File: src/rtl/conv_encoder_pkg.sv
// Shared constants and FSM state type for the rate-1/2, K=3 convolutional encoder
// and the Viterbi decoder model that reuses its core.
package conv_encoder_pkg;

   localparam int          K      = 3;
   localparam logic [2:0]  G0_DEF = 3'b111;
   localparam logic [2:0]  G1_DEF = 3'b101;

   typedef enum logic [1:0] {
      ST_DATA  = 2'd0,
      ST_TAIL0 = 2'd1,
      ST_TAIL1 = 2'd2
   } enc_state_t;

endpackage

File: src/rtl/conv_encoder_if.sv
// Stream interface of the convolutional encoder: bit input channel, coded-pair
// output channel and the per-frame pair counter.
interface conv_encoder_if #(
   parameter int CNT_W = 16
) ();

   // Both channels: a beat transfers on a rising edge where valid && ready; the
   // source keeps valid and payload stable until then, and ready may depend on valid.
   logic             in_valid;
   logic             in_ready;
   logic             in_bit;
   logic             in_last;
   logic             out_valid;
   logic             out_ready;
   logic [1:0]       out_pair;
   logic             out_last;
   logic [CNT_W-1:0] pair_count;

   modport master (
      output in_valid, in_bit, in_last, out_ready,
      input  in_ready, out_valid, out_pair, out_last, pair_count
   );

   modport slave (
      input  in_valid, in_bit, in_last, out_ready,
      output in_ready, out_valid, out_pair, out_last, pair_count
   );

endinterface

File: src/rtl/conv_enc_core.sv
// Combinational encoder step: {b, s1, s0} -> coded pair and next shift state.
// Kept free of registers so the decoder's reference model can instantiate it.
module conv_enc_core
   import conv_encoder_pkg::*;
#(
   parameter logic [K-1:0] G0 = G0_DEF,
   parameter logic [K-1:0] G1 = G1_DEF
) (
   input  logic         i_bit,
   input  logic [K-2:0] i_state,
   output logic [1:0]   o_pair,
   output logic [K-2:0] o_state_nxt
);

   logic [K-1:0] w_taps;

   assign w_taps      = {i_bit, i_state};
   assign o_pair      = {^(G0 & w_taps), ^(G1 & w_taps)};
   assign o_state_nxt = w_taps[K-1:1];

endmodule

File: src/rtl/conv_encoder.sv
// Rate-1/2 K=3 convolutional encoder with registered output and per-frame pair count.
// Define CONV_ENCODER_TAIL_EN to append two zero-flush pairs after each frame.
module conv_encoder
   import conv_encoder_pkg::*;
#(
   parameter logic [2:0] G0    = G0_DEF,
   parameter logic [2:0] G1    = G1_DEF,
   parameter int         CNT_W = 16
) (
   input  logic              clk,
   input  logic              rst,
   input  logic              renew,
   conv_encoder_if.slave     bus,
   output enc_state_t        o_dbg_state
);

   enc_state_t       r_state, w_state_nxt;
   logic [1:0]       r_sreg;
   logic             r_out_valid;
   logic [1:0]       r_out_pair;
   logic             r_out_last;
   logic [CNT_W-1:0] r_pair_cnt;
   logic             r_cnt_clr;

   logic             w_flush;
   logic             w_out_free;
   logic             w_in_xfer;
   logic             w_hs;
   logic             w_enc_bit;
   logic             w_load;
   logic             w_load_last;
   logic             w_clr_sreg;
   logic [1:0]       w_pair;
   logic [1:0]       w_sreg_nxt;

   assign w_flush      = rst | renew;
   assign w_out_free   = !r_out_valid || bus.out_ready;
   assign bus.in_ready = !w_flush && (r_state == ST_DATA) && w_out_free;
   assign w_in_xfer    = bus.in_valid && bus.in_ready;
   assign w_hs         = r_out_valid && bus.out_ready;
   // Tail pairs encode a zero so the shift state drains to 00.
   assign w_enc_bit    = (r_state == ST_DATA) ? bus.in_bit : 1'b0;

   conv_enc_core #(.G0(G0), .G1(G1)) u_core (
      .i_bit       (w_enc_bit),
      .i_state     (r_sreg),
      .o_pair      (w_pair),
      .o_state_nxt (w_sreg_nxt)
   );

   always_comb begin
      w_state_nxt = r_state;
      w_load      = 1'b0;
      w_load_last = 1'b0;
      w_clr_sreg  = 1'b0;
      case (r_state)
         ST_DATA: begin
            if (w_in_xfer) begin
               w_load = 1'b1;
               if (bus.in_last) begin
`ifdef CONV_ENCODER_TAIL_EN
                  w_state_nxt = ST_TAIL0;
`else
                  w_load_last = 1'b1;
                  w_clr_sreg  = 1'b1;
`endif
               end
            end
         end
`ifdef CONV_ENCODER_TAIL_EN
         ST_TAIL0: begin
            if (w_out_free) begin
               w_load      = 1'b1;
               w_state_nxt = ST_TAIL1;
            end
         end
         ST_TAIL1: begin
            if (w_out_free) begin
               w_load      = 1'b1;
               w_load_last = 1'b1;
               w_state_nxt = ST_DATA;
            end
         end
`endif
         default: w_state_nxt = ST_DATA;
      endcase
   end

   always_ff @(posedge clk) begin
      if (w_flush) begin
         r_state     <= ST_DATA;
         r_sreg      <= 2'b00;
         r_out_valid <= 1'b0;
         r_out_pair  <= 2'b00;
         r_out_last  <= 1'b0;
         r_pair_cnt  <= '0;
         r_cnt_clr   <= 1'b0;
      end else begin
         r_state <= w_state_nxt;
         if (w_load) begin
            r_sreg      <= w_clr_sreg ? 2'b00 : w_sreg_nxt;
            r_out_valid <= 1'b1;
            r_out_pair  <= w_pair;
            r_out_last  <= w_load_last;
         end else if (w_hs) begin
            r_out_valid <= 1'b0;
            r_out_last  <= 1'b0;
         end
         // The count of a finished frame stays visible for one cycle, then restarts.
         if (r_cnt_clr)
            r_pair_cnt <= w_hs ? CNT_W'(1) : '0;
         else if (w_hs)
            r_pair_cnt <= r_pair_cnt + CNT_W'(1);
         r_cnt_clr <= w_hs && r_out_last;
      end
   end

   assign bus.out_valid  = r_out_valid;
   assign bus.out_pair   = r_out_pair;
   assign bus.out_last   = r_out_last;
   assign bus.pair_count = r_pair_cnt;
   assign o_dbg_state    = r_state;

endmodule

File: src/flat_wrapper.sv
// flat-port wrapper written by rule: the top's interface ports become plain ports
module conv_encoder_flat import conv_encoder_pkg::*;
#(
   parameter logic [2:0] G0    = G0_DEF,
   parameter logic [2:0] G1    = G1_DEF,
   parameter int         CNT_W = 16
)
  (clk, rst, renew, o_dbg_state, bus_in_valid, bus_in_bit, bus_in_last, bus_out_ready, bus_in_ready, bus_out_valid, bus_out_pair, bus_out_last, bus_pair_count);
  conv_encoder_if #(.CNT_W(CNT_W)) bus_i ();
  input  logic clk;
  input  logic rst;
  input  logic renew;
  output enc_state_t o_dbg_state;
  input wire logic [$bits(bus_i.in_valid)-1:0] bus_in_valid;
  input wire logic [$bits(bus_i.in_bit)-1:0] bus_in_bit;
  input wire logic [$bits(bus_i.in_last)-1:0] bus_in_last;
  input wire logic [$bits(bus_i.out_ready)-1:0] bus_out_ready;
  output wire logic [$bits(bus_i.in_ready)-1:0] bus_in_ready;
  output wire logic [$bits(bus_i.out_valid)-1:0] bus_out_valid;
  output wire logic [$bits(bus_i.out_pair)-1:0] bus_out_pair;
  output wire logic [$bits(bus_i.out_last)-1:0] bus_out_last;
  output wire logic [$bits(bus_i.pair_count)-1:0] bus_pair_count;
  assign bus_i.in_valid = bus_in_valid;
  assign bus_i.in_bit = bus_in_bit;
  assign bus_i.in_last = bus_in_last;
  assign bus_i.out_ready = bus_out_ready;
  assign bus_in_ready = bus_i.in_ready;
  assign bus_out_valid = bus_i.out_valid;
  assign bus_out_pair = bus_i.out_pair;
  assign bus_out_last = bus_i.out_last;
  assign bus_pair_count = bus_i.pair_count;
  conv_encoder #(.G0(G0), .G1(G1), .CNT_W(CNT_W)) u_core (.clk(clk), .rst(rst), .renew(renew), .bus(bus_i), .o_dbg_state(o_dbg_state));
endmodule
File: config.mk
export PLATFORM = sky130hd
export DESIGN_NAME = conv_encoder_flat
export DESIGN_NICKNAME = d
export VERILOG_FILES = /design/src/rtl/conv_encoder_pkg.sv /design/src/rtl/conv_encoder_if.sv /design/src/rtl/conv_enc_core.sv /design/src/rtl/conv_encoder.sv /design/src/flat_wrapper.sv
export SDC_FILE = /design/constraint.sdc
export NUM_CORES = 1
export LEC_CHECK = 0
export CAP_MARGIN = 20
export CELL_PAD_IN_SITES_DETAIL_PLACEMENT = 0
export CELL_PAD_IN_SITES_GLOBAL_PLACEMENT = 1
export CORE_MARGIN = 4
export CORE_UTILIZATION = 44
export DETAILED_ROUTE_END_ITERATION = 8
export DONT_BUFFER_PORTS = 1
export PLACE_DENSITY = 0.76
export RECOVER_POWER = 25
export SYNTH_ARGS = -nofsm -noshare
export SYNTH_HDL_FRONTEND = slang
export SYNTH_SLANG_ARGS = --single-unit
File: constraint.sdc
create_clock -name clk -period 2 [get_ports clk]
set_clock_uncertainty 0.1 [all_clocks]
set_input_delay 0.4 -clock clk [delete_from_list [all_inputs] [get_ports clk]]
set_output_delay 0.4 -clock clk [all_outputs]
set_load 0.03 [all_outputs]
# ---- After elaboration in Yosys (flattened, before gate mapping)
# Index checks and enable logic that the tools add are counted.
dict set report totals {
  elab_cells 29
  input_bits 7
  out_inout_bits 23
  regBits 23
}
dict set report classes {
  mux 10
  addsub 1
  reduce_logical 11
  bitwise_logic 1
}
# op n
set ops {}
lappend ops {{2-to-1 mux 16 bit} 2}
lappend ops {{adder 16 x 1 -> 16 bit (second input constant)} 1}
lappend ops {{2-to-1 mux 1 bit} 7}
lappend ops {{parity 3 bit} 2}
lappend ops {{logical AND 1 bit} 4}
lappend ops {{nonzero test 2 bit} 2}
lappend ops {{logical NOT 1 bit} 2}
lappend ops {{2-to-1 mux 2 bit} 1}
lappend ops {{logical OR 1 bit} 1}
lappend ops {{OR 1 bit} 1}

# ---- Depth between registers and ports, before layout
dict set report logic_depth {
  ltp_word 6
  mapped_depth 5
  mapped_depth_nobuf 5
}

# ---- Hierarchy
# From an unflattened synthesis, not the netlist that was laid out.
dict set report hier_totals {
  hier_cells 120
  area_unflattened_um2 1061.0
}
# mod n_inst area_per_inst_um2 cells_each seq_area_each_um2
set modules_own_cells {}
lappend modules_own_cells {conv_encoder 1 1013.5 116 460.4}
lappend modules_own_cells {conv_enc_core 1 47.5 4 0.0}

# ---- Worst setup path after synthesis
# OpenSTA, ideal clock, no wires.
dict set report synth_path {
  path_kind {in2reg}
  startpoint {input port renew}
  endpoint {register u_core.r_out_pair[0], in the netlist u_core.bus.out_pair[0]}
  t_arrival_ns 1.698
  setup_time_ns 0.091
  setup_slack_ns 0.111
  t_required_ns 1.809
  n_path_buf 1
  stages 5
  path_cell_list {or2_2 -> clkbuf_1 -> nor2_1 -> a21oi_1 -> a311oi_1}
}
dict set report synth_between {
  elab_chain_cells 5
}
# element line_no
set synth_rtl {}
lappend synth_rtl {{start, declared} flat_wrapper.sv:12} ;# input logic renew;
lappend synth_rtl {{OR 1 bit} conv_encoder.sv:36} ;# assign w_flush = rst | renew;
lappend synth_rtl {{logical NOT 1 bit} conv_encoder.sv:38} ;# assign bus.in_ready = !w_flush && (r_state == ST_DATA) && w_out_free;
lappend synth_rtl {{logical AND 1 bit} conv_encoder.sv:38}
lappend synth_rtl {{named net bus_in_ready} flat_wrapper.sv:18} ;# output wire logic [$bits(bus_i.in_ready)-1:0] bus_in_ready;
lappend synth_rtl {{logical AND 1 bit} conv_encoder.sv:39} ;# assign w_in_xfer = bus.in_valid && bus.in_ready;
lappend synth_rtl {{2-to-1 mux 1 bit} conv_encoder.sv:58} ;# if (w_in_xfer) begin
lappend synth_rtl {{end signal, assigned} conv_encoder.sv:103} ;# r_out_pair <= w_pair;
lappend synth_rtl {{end, declared} conv_encoder.sv:20} ;# logic [1:0] r_out_pair;
# The timed path passes the listed nets, and every way through them passes these cells.
# A chain may end at the register's enable or synchronous reset.

# ---- Worst setup path in the final report
dict set report layout_path {
  startpoint {register u_core.r_out_valid, in the netlist u_core.bus.out_valid}
  endpoint {output port bus_in_ready}
}
dict set report layout_between {
  elab_chain_cells 3
}
# element line_no
set layout_rtl {}
lappend layout_rtl {{start, declared} conv_encoder.sv:19} ;# logic r_out_valid;
lappend layout_rtl {{start signal, assigned} conv_encoder.sv:93} ;# r_out_valid <= 1'b0;
lappend layout_rtl {{start signal, assigned} conv_encoder.sv:102} ;# r_out_valid <= 1'b1;
lappend layout_rtl {{start signal, assigned} conv_encoder.sv:106} ;# r_out_valid <= 1'b0;
lappend layout_rtl {{logical NOT 1 bit} conv_encoder.sv:37} ;# assign w_out_free = !r_out_valid || bus.out_ready;
lappend layout_rtl {{logical OR 1 bit} conv_encoder.sv:37}
lappend layout_rtl {{logical AND 1 bit} conv_encoder.sv:38}
lappend layout_rtl {{end, declared} flat_wrapper.sv:18}
# Every way passes these cells.

==> flow_summary_export.csv <==
group,metric,value,unit
status,status,"completed",
power_and_ir_drop,peakVddDrop,0.336,mV
layout,nFillCells,231,
detailed_routing,routed_via_density,5.16,
placed_design,pre_cts_slack,363,ps
clock_tree,postCtsResizedCells,0,
setup_path,worstSetupEndpointType,"primary output",
timing,period_minus_slack,1820,ps
timing,setup_viol,0,
setup_path,crit_slowest_cell,"dfxtp_1",
floorplan,initial_core_util,48.1,%
setup_path,cpMostUsedCell,"buf_4",
clock_tree,cts_tree,"yes",
timing,slew_headroom,61.7,%
setup_path,crit_type,"reg -> out",
power_and_ir_drop,clockPowerShare,29.4,%
floorplan,die_w,58.4,microns
layout,drive_gt1_share,18.8,%
yosys,synth_edf_count,0,
power_and_ir_drop,comb_power_share,6.0,%
clock_tree,cts_buffers,3,
timing,period_share,91.0,%
placed_design,place_hpwl,1.73,mm
power_and_ir_drop,p_leak,0.474,nW
flow_run,cap_viol_max_count,0,
setup_path,critPathLaunchType,"register",
clock_tree,clock_path_buffers,2,
grt,grt_pass1_wl,3.67,mm
timing,tightest_slew,574,ps
placed_design,dp.cells,162,
yosys,syn_inst,125,
detailed_routing,dr.pass1.iters,4,
yosys,ys_types,37,
detailed_routing,initialDrtViolationCount,19,
detailed_routing,post_drt_wl_per_cell,13.3,microns
placed_design,globalplace.congestion,0.704,
yosys,synth_ff_type,"dfxtp_1",
floorplan,num_rows,17,
layout,num_antenna_cells,0,
timing,clock.fmax,549,MHz
yosys,synth.avg_cell_area,8.93,sq um
detailed_routing,drc,0,
clock_tree,holdBufCountCts,0,
clock_tree,cts_root_buf,"clkbuf_4",
yosys,synth-seq-cells,23,
layout,nets,147,
timing,tns,0,ps
grt,grt_max_degree,18,
setup_path,cpPeakStageDelay,390,ps
power_and_ir_drop,switching_share,23.8,%
timing,hold_violations,0,
floorplan,core,2320,sq um
yosys,ys_async_sr_fraction,0,%
layout,final_cell_mix,"dfxtp_1 (23), nor2_1 (21), buf_4 (12)",
floorplan,die_area,3410,sq um
clock_tree,cts.clk_slew.worst_paths,120,ps
detailed_routing,postRouteAntennaNets,0,
power_and_ir_drop,power.switching,0.000173,W
layout,fin_cells,166,
floorplan,num_io_pins,30,
floorplan,die_y,58.4,microns
timing,fin_ws,179,ps
detailed_routing,vias,857,
layout,syn_to_final_growth,11.5,%
setup_path,critPathRequiredTime,1500,ps
worst_hold_path,hold_path_class,"in -> reg",
grt,antenna_found_initial,0,
setup_path,cp.buffers_inverters,2,
clock_tree,post_cts_buffers,0,
power_and_ir_drop,p_int,0.000552,W
clock_tree,cts-htree-levels,1,
yosys,synth-seq-area-share,41.3,%
clock_tree,clock_sinks,23,
setup_path,arrival,1320,ps
setup_path,cp_top_family,"flip-flops",
yosys,netlist_area,1120,sq um
grt,grt_usage,13.6,%
timing,drv_slew,0,
yosys,synth-warning-count,0,
setup_path,cp_cell_sequence,"buf_4 > nor2b_4 > nor2_1 > buf_4",
timing,rsz0062_at_grt,"false",
setup_path,crit_fanout,7,
layout,final_common_cell,"dfxtp_1",
detailed_routing,totalWireLength,2.21,mm
placed_design,port-buffer-count,0,
power_and_ir_drop,pwr-share-seq,64.6,%
grt,grt_overflow,0,
clock_tree,clk_latency,310,ps
power_and_ir_drop,p_per_area,582,nW/um^2
grt,grt_pass1_vias,835,
-- final cells by class --
cell class | instances | area, sq um | share of cell area [%]
well taps | 28 | 35.0 | 2.81
multi-input cells | 93 | 609 | 48.9
flip-flops and latches | 23 | 460 | 37.0
repair buffers | 15 | 101 | 8.14
clock buffers | 3 | 22.5 | 1.81
inverters | 3 | 11.3 | 0.905
clock inverters | 1 | 5.00 | 0.402
-- logic make-up after synthesis --
kind of cell | share of synthesized area [%]
AOI/OAI and AO/OA | 5.49
xor gates and xnor gates | 10.2
other | 0.336
adders and majority gates | 1.12
buffers and inverters | 4.48
DFF | 41.3
and+or+nand+nor | 33.3
muxes | 3.81
-- per-layer routing --
metal  share of wire (%)  track usage, %  up-vias
li1                    -               -      447
met1                  48            18.0      389
met2                  44            21.5       19
met3                 7.4            3.95        2
met4                0.82            3.97        0
met5                   0               0        -
-- power groups by stage --
stage	sequential, W	combinational [W]	clock, W
floorplan	0.000479	0.0000417	0
global placement	0.000478	0.0000434	0
detailed placement	0.000478	0.0000439	0
CTS	0.000468	0.0000441	0.000219
global route	0.000469	0.0000475	0.000241
finish	0.000468	0.0000438	0.000213
-- per-stage QoR --
stage	hold slack, ps	power (W)	area (sq um)	util, %
floorplan	344	0.000521	1120	-
global placement	354	0.000521	1230	53.0
detailed placement	373	0.000522	1230	53.0
CTS	88.6	0.000731	1260	54.2
global route	84.2	0.000757	1240	53.7
finish	93.1	0.000724	1240	53.7
-- worst paths after layout --
| kind | startpoint | end | slack, ps | cells after the start |
|---|---|---|---|---|
| setup / recovery | u_core.bus.out_valid | bus_in_ready | 180 | 4 |
| hold / removal | bus_in_valid | u_core.bus.out_pair[0] | 90 | 1 |
| setup reg to reg | u_core.bus.pair_count[2] | u_core.bus.pair_count[15] | 360 | 4 |
| hold reg to reg | u_core.r_sreg[0] | u_core.r_sreg[0] | 390 | 2 |
-- Yosys cell counts, drive strengths merged, types with 2 or more instances --
library cell   n  share of area (%)
dfxtp         23                 41
nor2          21                7.1
xnor2         10                7.8
nand2          9                3.0
nand3          6                3.1
a21oi          5                2.2
nand4          5                4.1
buf            4                2.5
nor3           4                1.8
and3           3                1.7
clkbuf         3                1.0
inv            3                1.0
nor4           3                3.0
xor2           3                2.4
mux2           2                2.0
mux2i          2                1.8
nand2b         2                1.1
nor2b          2                1.8
o21ai          2               0.90
or2            2                1.1
or3            2                1.2
-- flip-flops by register name, summed over array words and instances (netlist names) --
name / cells
u_core.bus.out_last: 1
u_core.bus.pair_count: 16
u_core.bus.out_valid: 1
u_core.bus.out_pair: 2
u_core.r_cnt_clr: 1
u_core.r_sreg: 2
(Power assumes the default switching activity.)
